**src/rtl/spi_flash_slave_resp_if.sv**
```systemverilog
// SPI pin bundle between a flash controller (master) and the flash responder (slave).
interface spi_flash_slave_resp_if;
  logic spi_csn;
  logic spi_sck;
  logic spi_mosi;
  logic spi_miso;
  logic spi_miso_oe;

  modport master (output spi_csn, spi_sck, spi_mosi, input spi_miso, spi_miso_oe);
  modport slave  (input spi_csn, spi_sck, spi_mosi, output spi_miso, spi_miso_oe);
endinterface

```
**src/rtl/spi_flash_slave_resp.sv**
```systemverilog
// Oversampled SPI flash responder: decodes READ/PROG/RDID/RDSR/WREN/WRDI
// against an internal byte memory.
module spi_flash_slave_resp #(
  parameter bit          ACTIVE   = 1'b0,
  parameter bit          PHASE    = 1'b0,
  parameter int          AW       = 8,
  parameter logic [23:0] JEDEC_ID = 24'hEF4018
) (
  input  logic                  clock,
  input  logic                  rst,
  spi_flash_slave_resp_if.slave spi,
  output logic                  busy,
  output logic                  cmd_vld,
  output logic [7:0]            cmd_code,
  output logic                  cmd_err,
  output logic                  prog_vld,
  output logic [AW-1:0]         prog_addr,
  output logic [7:0]            prog_data,
  output logic                  wel
);
  localparam logic [2:0] IDLE = 3'd0, CMD = 3'd1, ADDR = 3'd2, READ = 3'd3,
                         PROG = 3'd4, ID = 3'd5, STAT = 3'd6, IGNORE = 3'd7;
  localparam logic [AW-1:0] PAGE = AW'(8'hFF);

  logic [1:0]    csn_s, mosi_s;
  logic          csn_d;
  logic [2:0]    sck_s;
  logic [2:0]    state, bitcnt;
  logic [7:0]    shreg, tx_sh, tx_buf, rx_byte, ld_byte;
  logic [AW-1:0] addr, addr_in;
  logic [1:0]    addr_cnt, id_idx;
  logic          to_read, prog_seen, ld;
  logic          sck_rise, sck_fall, sample, shift_e, byte_done;
  logic          csn_fall, csn_rise, prog_we;
  logic [7:0]    mem [2**AW];

  // csn sync resets low so a csn held low across reset never looks like a new frame
  always_ff @(posedge clock or posedge rst) begin
    if (rst) begin
      csn_s  <= 2'b00;
      csn_d  <= 1'b0;
      sck_s  <= {3{ACTIVE}};
      mosi_s <= 2'b00;
    end else begin
      csn_s  <= {csn_s[0], spi.spi_csn};
      csn_d  <= csn_s[1];
      sck_s  <= {sck_s[1:0], spi.spi_sck};
      mosi_s <= {mosi_s[0], spi.spi_mosi};
    end
  end

  assign csn_fall  = !csn_s[1] && csn_d;
  assign csn_rise  = csn_s[1] && !csn_d;
  assign sck_rise  = sck_s[1] && !sck_s[2];
  assign sck_fall  = !sck_s[1] && sck_s[2];
  assign sample    = (state != IDLE) && ((ACTIVE == PHASE) ? sck_rise : sck_fall);
  assign shift_e   = (state != IDLE) && ((ACTIVE == PHASE) ? sck_fall : sck_rise);
  assign rx_byte   = {shreg[6:0], mosi_s[1]};
  assign byte_done = sample && (bitcnt == 3'd7);
  assign addr_in   = AW'({addr, rx_byte});
  assign prog_we   = byte_done && (state == PROG) && wel;

  // Next tx byte, chosen at each completed byte
  always_comb begin
    ld      = 1'b0;
    ld_byte = 8'h00;
    if (byte_done) begin
      case (state)
        CMD: begin
          ld      = (rx_byte == 8'h9F) || (rx_byte == 8'h05);
          ld_byte = (rx_byte == 8'h9F) ? JEDEC_ID[23:16] : {6'b0, wel, 1'b0};
        end
        ADDR: begin
          ld      = to_read && (addr_cnt == 2'd2);
          ld_byte = mem[addr_in];
        end
        READ: begin
          ld      = 1'b1;
          ld_byte = mem[addr];
        end
        ID: begin
          ld = 1'b1;
          case (id_idx)
            2'd1:    ld_byte = JEDEC_ID[15:8];
            2'd2:    ld_byte = JEDEC_ID[7:0];
            default: ld_byte = 8'h00;
          endcase
        end
        STAT: begin
          ld      = 1'b1;
          ld_byte = {6'b0, wel, 1'b0};
        end
        default: ;
      endcase
    end
  end

  always_ff @(posedge clock or posedge rst) begin
    if (rst) begin
      state     <= IDLE;
      bitcnt    <= 3'd0;
      shreg     <= 8'h00;
      tx_sh     <= 8'h00;
      tx_buf    <= 8'h00;
      addr      <= '0;
      addr_cnt  <= 2'd0;
      id_idx    <= 2'd0;
      to_read   <= 1'b0;
      prog_seen <= 1'b0;
      cmd_vld   <= 1'b0;
      cmd_code  <= 8'h00;
      cmd_err   <= 1'b0;
      prog_vld  <= 1'b0;
      prog_addr <= '0;
      prog_data <= 8'h00;
      wel       <= 1'b0;
    end else begin
      cmd_vld  <= 1'b0;
      cmd_err  <= 1'b0;
      prog_vld <= 1'b0;
      if (sample) begin
        bitcnt <= bitcnt + 3'd1;
        shreg  <= rx_byte;
      end
      // bitcnt==0 marks the byte boundary: hold the freshly loaded MSB (PHASE=0)
      // or present it from tx_buf (PHASE=1)
      if (shift_e) begin
        if (bitcnt != 3'd0) tx_sh <= {tx_sh[6:0], 1'b0};
        else if (PHASE)     tx_sh <= tx_buf;
      end
      if (ld) begin
        tx_buf <= ld_byte;
        if (!PHASE) tx_sh <= ld_byte;
      end
      if (byte_done) begin
        case (state)
          CMD: begin
            cmd_vld  <= 1'b1;
            cmd_code <= rx_byte;
            addr_cnt <= 2'd0;
            case (rx_byte)
              8'h03:   begin state <= ADDR; to_read <= 1'b1; end
              8'h02:   begin state <= ADDR; to_read <= 1'b0; end
              8'h9F:   begin state <= ID; id_idx <= 2'd1; end
              8'h05:   state <= STAT;
              8'h06:   begin state <= IGNORE; wel <= 1'b1; end
              8'h04:   begin state <= IGNORE; wel <= 1'b0; end
              default: begin state <= IGNORE; cmd_err <= 1'b1; end
            endcase
          end
          ADDR: begin
            addr     <= addr_in;
            addr_cnt <= addr_cnt + 2'd1;
            if (addr_cnt == 2'd2) begin
              state <= to_read ? READ : PROG;
              if (to_read) addr <= addr_in + 1'b1;
            end
          end
          READ: addr <= addr + 1'b1;
          PROG: begin
            if (wel) begin
              prog_vld  <= 1'b1;
              prog_addr <= addr;
              prog_data <= rx_byte;
              prog_seen <= 1'b1;
            end
            addr <= (addr & ~PAGE) | ((addr + 1'b1) & PAGE);
          end
          ID: if (id_idx != 2'd3) id_idx <= id_idx + 2'd1;
          default: ;
        endcase
      end
      if (csn_fall) begin
        state     <= CMD;
        bitcnt    <= 3'd0;
        prog_seen <= 1'b0;
      end
      // a byte completing on the same cycle as csn rise is still written above
      if (csn_rise) begin
        state  <= IDLE;
        bitcnt <= 3'd0;
        if (prog_seen || prog_we) wel <= 1'b0;
      end
    end
  end

  always_ff @(posedge clock)
    if (prog_we) mem[addr] <= rx_byte;

  assign busy            = (state != IDLE);
  assign spi.spi_miso_oe = (state == READ) || (state == ID) || (state == STAT);
  assign spi.spi_miso    = spi.spi_miso_oe & tx_sh[7];
endmodule
```
**src/flat_wrapper.sv**
```systemverilog
// flat-port wrapper written by rule: the top's interface ports become plain ports
module spi_flash_slave_resp_flat 
#(
  parameter bit          ACTIVE   = 1'b0,
  parameter bit          PHASE    = 1'b0,
  parameter int          AW       = 8,
  parameter logic [23:0] JEDEC_ID = 24'hEF4018
)
  (clock, rst, busy, cmd_vld, cmd_code, cmd_err, prog_vld, prog_addr, prog_data, wel, spi_spi_csn, spi_spi_sck, spi_spi_mosi, spi_spi_miso, spi_spi_miso_oe);
  spi_flash_slave_resp_if spi_i ();
  input  logic clock;
  input  logic rst;
  output logic busy;
  output logic cmd_vld;
  output logic [7:0] cmd_code;
  output logic cmd_err;
  output logic prog_vld;
  output logic [AW-1:0] prog_addr;
  output logic [7:0] prog_data;
  output logic wel;
  input wire logic [$bits(spi_i.spi_csn)-1:0] spi_spi_csn;
  input wire logic [$bits(spi_i.spi_sck)-1:0] spi_spi_sck;
  input wire logic [$bits(spi_i.spi_mosi)-1:0] spi_spi_mosi;
  output wire logic [$bits(spi_i.spi_miso)-1:0] spi_spi_miso;
  output wire logic [$bits(spi_i.spi_miso_oe)-1:0] spi_spi_miso_oe;
  assign spi_i.spi_csn = spi_spi_csn;
  assign spi_i.spi_sck = spi_spi_sck;
  assign spi_i.spi_mosi = spi_spi_mosi;
  assign spi_spi_miso = spi_i.spi_miso;
  assign spi_spi_miso_oe = spi_i.spi_miso_oe;
  spi_flash_slave_resp #(.ACTIVE(ACTIVE), .PHASE(PHASE), .AW(AW), .JEDEC_ID(JEDEC_ID)) u_core (.clock(clock), .rst(rst), .spi(spi_i), .busy(busy), .cmd_vld(cmd_vld), .cmd_code(cmd_code), .cmd_err(cmd_err), .prog_vld(prog_vld), .prog_addr(prog_addr), .prog_data(prog_data), .wel(wel));
endmodule
```
**config.mk**
```make
export PLATFORM = sky130hd
export DESIGN_NAME = spi_flash_slave_resp_flat
export DESIGN_NICKNAME = d
export VERILOG_FILES = /design/src/rtl/spi_flash_slave_resp_if.sv /design/src/rtl/spi_flash_slave_resp.sv /design/src/flat_wrapper.sv
export SDC_FILE = /design/constraint.sdc
export NUM_CORES = 2
export LEC_CHECK = 0
export CAP_MARGIN = 10
export CORE_ASPECT_RATIO = 1.75
export CORE_MARGIN = 1
export CORE_UTILIZATION = 30
export CTS_CLUSTER_SIZE = 40
export DETAILED_ROUTE_END_ITERATION = 7
export PLACE_DENSITY = 0.54
export SYNTH_ARGS = -nofsm -noshare
export SYNTH_HDL_FRONTEND = slang
export SYNTH_SLANG_ARGS = --single-unit
```
**constraint.sdc**
```tcl
create_clock -name clock -period 8.55 [get_ports clock]
set_clock_uncertainty 0.05 [all_clocks]
set_input_delay 0.855 -clock clock [delete_from_list [all_inputs] [get_ports clock]]
set_output_delay 0.855 -clock clock [all_outputs]
set_load 0.01 [all_outputs]
```
==> results.md <==
* Yosys warns at 0
* Fin Setup TNS at 0 ps
* RePlAce Congestion at 1.02
* Slew headroom at -4.62%
* GRT Total Usage at 25.6%
* Post-route cell area at 112,000 µm²
* Largest net degree at the start of global routing at 161
* Fin. max-slew vios at 3
* Placed instance area at 105,000 µm²
* Logic pwr share at 24.6%
* First-pass GRT wire length at 574 mm
* DR vias/cell at 6.18
* Port bufs at 35
* Max clock buf depth at 4
* P_int at 0.0191 W
* Register bit total from synthesis at 2,119
* Area contributors post-synth: edfxtp_1, mux4_2, mux2i_1, dfrtp_1, a22oi_1
* Yosys top cell by area: edfxtp_1
* Avg Inst Size Synth at 18.6 µm²
* Fin crit period at 5820 ps
* Syn_nets at 5,374
* NetSw at 0.00963 W
* Final #Nets at 5,390
* Critical Path Source: u_core.addr[7]$_DFFE_PP0P_
* Crit path capture type: register
* Post-synth ARST share at 3.35%
* Die Y at 764 µm
* Vias in the first global route at 61,000
* Sequential share of power at 44.4%
* Final period util at 68.0%
* Power Dens Cells at 257 nW/µm²
* Clock Tree Root: clkbuf_16
* Actual slew at the worst max-slew pin at 1570 ps
* Count leader, synth: edfxtp_1
* IO Pins at 36
* Clock share of power at 31.0%
* Reg-to-reg slack, setup at 2730 ps
* Remaining DRCs at 27
* Synth top area share at 61.8%
* Worst skew pair latency at 920 ps
* WS Path Type: register to register
* Die area at 334,000 µm²
* Cells on worst reg2reg path at 9
* Wire per inst at 43.9 µm
* Register area share after synthesis at 63.6%
* Inserted Clock Buffers at 192
* Initial antenna violation count at 48
* Sw frac at 33.5%
* Reg2reg end: u_core.tx_sh[5]$_DFFE_PP0P_
* CP startpoint kind: register
* Share of layout cells above drive strength 1 at 29.3%
* FF+latch area at 63,300 µm²
* EDFF count, synth at 2,048
* Worst setup margin at 2730 ps
* Power, Total at 0.0287 W
* VDD IR max at 0.000210 V
* Post-CTS Repair Setup Buffers at 0
* Clock slew seen by the registers of the worst setup and hold paths at 80 ps
* Die width at 437 µm
* CTS H-tree lvls at 4
* Drt initial violations at 8,846
* Multi-input gate area at 34,200 µm²
* Top_reg_cell synth: edfxtp_1
* Core box area at 330,000 µm²
* Setup violations, final at 0
* Post-Route WL at 434 mm
* Hold WC Path Type: input pin to asynchronous set/reset pin
* Failing checks: DRC, capacitance limit, slew limit
* Status: complete, but fails checks
* Fmax at 0.172 GHz
* RSZ-0062 raised after global routing: no
* Grt total ovfl at 0
* FP Rows at 279
* TritonCTS clock tree: yes
* Pre-antenna DRT Iters at 7
* DP HPWL at 299 mm
* Post-cts sizing count at 0
* # fillers at 31,100
* DP Cell Count at 9,523
* Max-cap violations at 2
* Synth-to-layout area growth at 12.3%
* Final hold violations at 0
* Dpl ws at 3010 ps
* Post-DRT Antenna Nets at 0
* Final cell count without fillers at 9,905
* Sink Count at 2,119
* Mapped Area at 99,500 µm²
* CP Data Required Time at 9330 ps
* Hold_buf cts at 0
* Pleak at 33.3 nW
* Count of different cell masters after synthesis at 77
* R2R Path Start: u_core.addr[7]$_DFFE_PP0P_
* Worst-path fanout max at 20
* Starting Density at 30.1%
* Most frequent cells after synthesis: edfxtp_1, mux4_2, nor2_1, mux2i_1, nand2_1
* Vias post-DR at 61,200
* Data arrival, critical path at 6590 ps
* Mapped Cells at 5,352
-- power by group through the flow --
stage	registers [W]	logic, W	clock network, W
2_1_floorplan	0.0135	0.00280	0
3_3_place_gp	0.0130	0.00671	0
3_5_place_dp	0.0130	0.00678	0
4_1_cts	0.0127	0.00679	0.00894
5_1_grt	0.0128	0.00701	0.00924
6_report	0.0128	0.00708	0.00891
-- through the flow --
step / hold WS [ps] / utilization [%]
floorplan: 281 / -
global placement: 301 / 31.9
detailed placement: 285 / 31.9
CTS: 166 / 33.8
global route: 220 / 33.8
finish: 187 / 33.8
-- cell type report --
cell class	instances	share of cell area (%)
clock buffers	226	4.47
inverters	25	0.0919
multi-input cells	2776	30.6
repair buffers	254	2.13
well taps	4355	4.88
flip-flops and latches	2119	56.7
clock inverters	106	0.981
diodes	44	0.0986
-- how the worst max path moves through the flow --
| stage | end |
|---|---|
| floorplan | u_core.tx_sh[3]$_DFFE_PP0P_ |
| global placement | u_core.tx_sh[2]$_DFFE_PP0P_ |
| detailed placement | u_core.tx_sh[2]$_DFFE_PP0P_ |
| CTS | u_core.tx_sh[2]$_DFFE_PP0P_ |
| global route | u_core.tx_sh[3]$_DFFE_PP0P_ |
| finish | u_core.tx_sh[5]$_DFFE_PP0P_ |
-- registers in the layout, summed over array words and instances (netlist names) --
register          flops
u_core.addr           8
u_core.addr_cnt       2
u_core.bitcnt         3
u_core.cmd_code       8
u_core.cmd_err        1
u_core.cmd_vld        1
u_core.csn_d          1
u_core.csn_s          2
u_core.id_idx         2
u_core.mem         2048
u_core.mosi_s         2
u_core.prog_addr      8
u_core.prog_data      8
u_core.prog_seen      1
u_core.prog_vld       1
u_core.sck_s          3
u_core.shreg          7
u_core.state          3
u_core.to_read        1
u_core.tx_sh          8
u_core.wel            1
-- worst max-delay path, stage by stage (launching register included) --
cell     delay [ps]
dfrtp_2         910
buf_4           530
and3b_1         970
nand2_1         720
nor2_1         1200
a32o_1          760
nor4_1          140
o21ai_0         110
o31ai_1          80
a31oi_1         190
-- metal layers --
metal | vias up | part of all wire (%) | track usage, %
li1 | 22800 | - | -
met1 | 33000 | 31 | 26.9
met2 | 4096 | 48 | 41.5
met3 | 1350 | 7.8 | 5.20
met4 | 20 | 13 | 27.1
met5 | - | 0.029 | 0
-- cell families after synthesis --
group	synth area share, %
and+or+nand+nor	3.78
xor gates and xnor gates	0.0616
muxes	25.4
DFF	63.6
buffers and inverters	2.35
adders and majority gates	0.214
AOI/OAI and AO/OA	4.53
-- cell usage in the layout (no fill, tap or decap), drive strengths merged, types with 22 or more instances in the layout --
master / n
clkbuf: 226
and2: 23
nand3: 75
nor2b: 31
o22ai: 51
edfxtp: 2048
dfrtp: 71
a22o: 22
clkinv: 73
a31oi: 32
a22oi: 180
nor3: 26
clkdlybuf4s50: 35
mux2i: 232
a211oi: 33
buf: 219
diode: 44
o21ai: 71
mux2: 43
nand4: 26
inv: 29
mux4: 999
a21oi: 125
nand2: 221
nor2: 330
Power figures use the tool's default switching activity.
